==> src/rtl/control_unit.sv <==
// Main instruction decoder for the scalar/vector ASIP: combinational opcode-to-strobe decode
// plus the CMP-written equality flag that resolves JEQ.
module control_unit #(
    parameter int unsigned OPW = 4
) (
    input  logic           clk,
    input  logic           rst,
    input  logic [OPW-1:0] opcode,
    input  logic           zero,
    output logic           mux_pc,
    output logic           pc_en,
    output logic           sca_reg_w,
    output logic           vec_reg_w,
    output logic           sca_mux_exe,
    output logic           sca_alu_op,
    output logic           vec_alu_op,
    output logic           w_mem,
    output logic           r_mem,
    output logic           sca_reg_wd,
    output logic           vec_reg_wd,
    output logic           vec_reg_wfp
);

    typedef enum logic [3:0] {
        OpSum   = 4'b0000,
        OpSub   = 4'b0001,
        OpSumi  = 4'b0010,
        OpMulfv = 4'b0011,
        OpSumv  = 4'b0100,
        OpLdv   = 4'b0101,
        OpCmp   = 4'b0110,
        OpNop   = 4'b0111,
        OpStv   = 4'b1000,
        OpJeq   = 4'b1001,
        OpJmp   = 4'b1010,
        OpLdr   = 4'b1011,
        OpStr   = 4'b1100
    } opcode_e;

    logic eq_flag_q, eq_flag_d;

    // An opcode with X/Z bits fails the equality, so the flag holds.
    always_comb begin
        eq_flag_d = eq_flag_q;
        if (opcode == OpCmp) begin
            eq_flag_d = zero;
        end
    end

    always_ff @(posedge clk or posedge rst) begin
        if (rst) begin
            eq_flag_q <= 1'b0;
        end else begin
            eq_flag_q <= eq_flag_d;
        end
    end

    always_comb begin
        mux_pc      = 1'b0;
        pc_en       = 1'b0;
        sca_reg_w   = 1'b0;
        vec_reg_w   = 1'b0;
        sca_mux_exe = 1'b0;
        sca_alu_op  = 1'b0;
        vec_alu_op  = 1'b0;
        w_mem       = 1'b0;
        r_mem       = 1'b0;
        sca_reg_wd  = 1'b0;
        vec_reg_wd  = 1'b0;
        vec_reg_wfp = 1'b0;
        if (!rst) begin
            pc_en = 1'b1;
            // Reserved and unknown opcodes fall to default and behave as NOP.
            case (opcode)
                OpSum: sca_reg_w = 1'b1;
                OpSub: begin
                    sca_reg_w  = 1'b1;
                    sca_alu_op = 1'b1;
                end
                OpSumi: begin
                    sca_reg_w   = 1'b1;
                    sca_mux_exe = 1'b1;
                end
                OpMulfv: begin
                    vec_reg_w   = 1'b1;
                    vec_alu_op  = 1'b1;
                    vec_reg_wfp = 1'b1;
                end
                OpSumv: vec_reg_w = 1'b1;
                OpLdv: begin
                    vec_reg_w  = 1'b1;
                    r_mem      = 1'b1;
                    vec_reg_wd = 1'b1;
                end
                OpCmp: sca_alu_op = 1'b1;
                OpStv: w_mem = 1'b1;
                OpJeq: mux_pc = eq_flag_q;
                OpJmp: mux_pc = 1'b1;
                OpLdr: begin
                    sca_reg_w   = 1'b1;
                    sca_mux_exe = 1'b1;
                    r_mem       = 1'b1;
                    sca_reg_wd  = 1'b1;
                end
                OpStr: begin
                    w_mem       = 1'b1;
                    sca_mux_exe = 1'b1;
                end
                default: ;
            endcase
        end
    end

endmodule

==> config.mk <==
export PLATFORM = sky130hd
export DESIGN_NAME = control_unit
export DESIGN_NICKNAME = d
export VERILOG_FILES = /design/src/rtl/control_unit.sv
export SDC_FILE = /design/constraint.sdc
export NUM_CORES = 1
export LEC_CHECK = 0
export ABC_AREA = 1
export ABC_CLOCK_PERIOD_IN_PS = 1100
export CORE_AREA = 8 8 45 47
export CTS_CLUSTER_SIZE = 12
export DETAILED_ROUTE_END_ITERATION = 10
export DIE_AREA = 0 0 53 55
export GPL_ROUTABILITY_DRIVEN = 0
export HOLD_SLACK_MARGIN = 0.03
export PLACE_DENSITY = 0.57
export SLEW_MARGIN = 40
export SYNTH_ARGS = -nofsm -noshare
export SYNTH_HDL_FRONTEND = slang
export SYNTH_SLANG_ARGS = --single-unit
==> constraint.sdc <==
create_clock -name clk -period 1.1 [get_ports clk]
set_clock_uncertainty 0.15 [all_clocks]
set_input_delay 0.22 -clock clk [delete_from_list [all_inputs] [get_ports clk]]
set_output_delay 0.22 -clock clk [all_outputs]
set_load 0.005 [all_outputs]
==> results of run 1 <==
==> worst reg2reg max path, stage by stage (launching register included) <==
cell and delay [ps]:
dfrtp_1 350, nand2_1 60, nand2_1 40
==> worst max path at each step <==
stage / from / endpoint / slack [ps] / depth (start not counted)
6_report: opcode[2] / mux_pc / -140 / 6
5_1_grt: opcode[0] / mux_pc / -180 / 6
4_1_cts: opcode[3] / r_mem / -130 / 7
3_5_place_dp: opcode[1] / sca_alu_op / -1010 / 6
3_3_place_gp: opcode[1] / sca_alu_op / -1000 / 6
2_1_floorplan: opcode[2] / vec_reg_wfp / 30 / 4
==> layout make-up <==
class                   count  area (µm²)  share of cell area (%)
inverters                   8       45.04                   6.897
flip-flops and latches      1       25.02                   3.831
well taps                  16       20.02                   3.065
repair buffers             36       327.8                   50.19
multi-input cells          30       235.2                   36.02
==> per-stage QoR <==
stage | cells | utilization, %
floorplan | 40 | -
global placement | 80 | 33.82
detailed placement | 80 | 33.82
CTS | 90 | 43.85
global route | 91 | 47.20
finish | 91 | 47.20
==> what timing repair did <==
action,CTS,global route
buffers inserted,10,1
gates resized for setup,108,9
endpoints found under the hold margin,0,0
endpoints found under the setup margin,13,12
pin swaps,11,10
==> layout by cell type, fill, tap and decap left out <==
master           instances
a21oi_2                  2
and2_1                   1
buf_12                   3
buf_2                    9
buf_4                   14
buf_6                    5
buf_8                    2
clkdlybuf4s15_1          1
clkdlybuf4s15_2          1
clkdlybuf4s50_1          1
dfrtp_1                  1
inv_1                    1
inv_2                    3
inv_4                    3
inv_8                    1
nand2_1                  7
nand2_2                  2
nand2_4                  1
nand3_1                  3
nand3_2                  2
nand3_4                  1
nor2_2                   2
nor2_4                   7
o21ai_2                  2
==> where the power goes <==
group | switching, W | internal, W | leakage (nW)
clock network | 0 | 0 | 0
registers | 0.00000288 | 0.0000444 | 0.0126
logic | 0.0000886 | 0.000114 | 0.329
total | 0.0000914 | 0.000158 | 0.342
==> cells by family after synthesis <==
kind of cell	after synthesis	synth area share [%]
compound gates	4	12.36
simple gates	26	59.56
flops	1	11.23
buf+inv	9	16.86
==> Yosys cell counts <==
cell type	n
dfrtp_1	1
o21ai_1	1
inv_2	3
nand2_1	10
nor2_1	5
a21oi_1	1
and2_1	1
nand3_1	4
nor2_4	1
inv_1	5
o21ai_2	1
nand3_2	2
buf_4	1
nor2_2	3
a21oi_2	1
==> per-layer routing <==
layer / GRT usage, % / up-vias
met3: 0.8021 / 0
met5: 0 / -
li1: - / 195
met4: 0 / 0
met1: 7.413 / 150
met2: 14.65 / 10
==> impl_metrics.py, run 1 <==
metrics = {
    "synthesis": {
        "syn-mean-instance-area_um2": 5.568,
        "synthTopCellsByArea": "nand2_1, dfrtp_1, nand3_1",
        "synth_warnings": 0,
        "postSynthNetCount": 47,
        "synth_top_area_share_pct": 16.85,
        "ys_ff_latch": 1,
        "synth_cells": 40,
        "yosysTopAreaCell": "nand2_1",
        "syn_area_um2": 222.7,
        "seq_area_frac_synth_pct": 11.24,
        "synth_cell_types": 15,
    },
    "placed_design": {
        "placed_cell_area_um2": 467.9,
        "place_ws_ps": -1014,
        "port_buffers": 18,
        "dpl.hpwl_um": 675.9,
    },
    "cells_and_area": {
        "drive_gt1_share_pct": 80.00,
        "largestRegisters": "eq_flag_q x1",
        "largest_reg_flops": 1,
        "num_antenna_cells": 0,
        "area_delta_synth_final_pct": 193.3,
        "fin_area_um2": 653.1,
        "top_register": "eq_flag_q",
        "nets": 84,
        "fillers": 145,
    },
    "timing": {
        "maxSlewViolCount": 0,
        "fin_crit_ps": 1244,
        "fin_tns_setup_ps": -860.4,
        "setup_ws_ps": -144.4,
        "fmax_ghz": 0.8036,
        "setup-violations-final": 11,
        "tightest_slew_ps": 144.4,
        "fin_hold_ws_ps": 156.5,
        "max_slew_margin_pct": 90.35,
        "period_share_pct": 113.1,
        "rsz0062_at_grt": "true",
        "finalHoldViolCount": 0,
    },
    "floorplan": {
        "io_pins": 19,
        "die_y_um": 55,
        "die_x_um": 53,
        "fp-row-count": 14,
        "die_area_mm2": 0.002915,
        "core_mm2": 0.001384,
        "start_util_pct": 16.09,
    },
    "global_route": {
        "overflow": 0,
        "grt_pass1_vias": 389,
        "grt_max_degree": 6,
        "antenna_found_initial": 0,
        "track_usage_pct": 6.929,
        "grt_pass1_wl_mm": 1.621,
    },
    "routing": {
        "finalWirelength_um": 998,
        "wl_met2_um": 576,
        "dr_wl_met3_um": 57,
        "dr.pass1.iters": 1,
        "detail-route-antenna-nets": 0,
        "vias": 355,
        "wl_per_cell_um": 10.97,
        "initialDrtViolationCount": 0,
        "wl_met1_um": 364,
        "via_per_inst": 3.901,
        "drc_errors": 0,
        "dr.max_layer_used": "met3",
    },
    "setup_path": {
        "reg2reg_slack_ps": 380,
        "critPathRequiredTime_ps": 730,
        "worstPathMaxFanout": 4,
        "path_cells": "buf_12 -> nor2_4 -> buf_4 -> nand2_1 -> a21oi_2 -> buf_2",
        "crit_buf_inv": 3,
        "slowest_delay_ps": 150,
        "critPathSlowestCell": "nor2_4",
        "r2r_start": "eq_flag_q$_DFFE_PP0N_",
        "r2r-end": "eq_flag_q$_DFFE_PP0N_",
        "arrival_ps": 870,
        "worstSetupPathType": "input pin to output port",
        "cp-start-kind": "input pin",
        "cp-end-kind": "output port",
        "critPathTopFamily": "buffers and inverters",
        "reg2reg_depth": 2,
    },
    "clocking": {
        "insertion_delay_ps": 0,
        "postCtsHoldBufs": 0,
        "clk_pin_slew_ps": 0,
    },
    "worst_hold_path": {
        "hold_path.class": "input pin to async pin",
    },
    "power": {
        "p_leak_nw": 0.3415,
        "power.density_mw_per_mm2": 382.3,
        "p_total_w": 0.0002497,
        "ir_worst_vdd_mv": 0.2611,
    },
    "job": {
        "max-cap-violations": 0,
    },
    "status": {
        "violations": "negative setup slack",
        "outcome": "finished, violations left",
    },
}
No activity file was read; power rests on OpenSTA's default activity.
==> run 2, diff against run 1 <==
- SLEW_MARGIN: 40 -> 20
==> results of run 2 <==
The final DEF is identical to that of run 1; final timing and power are the same.
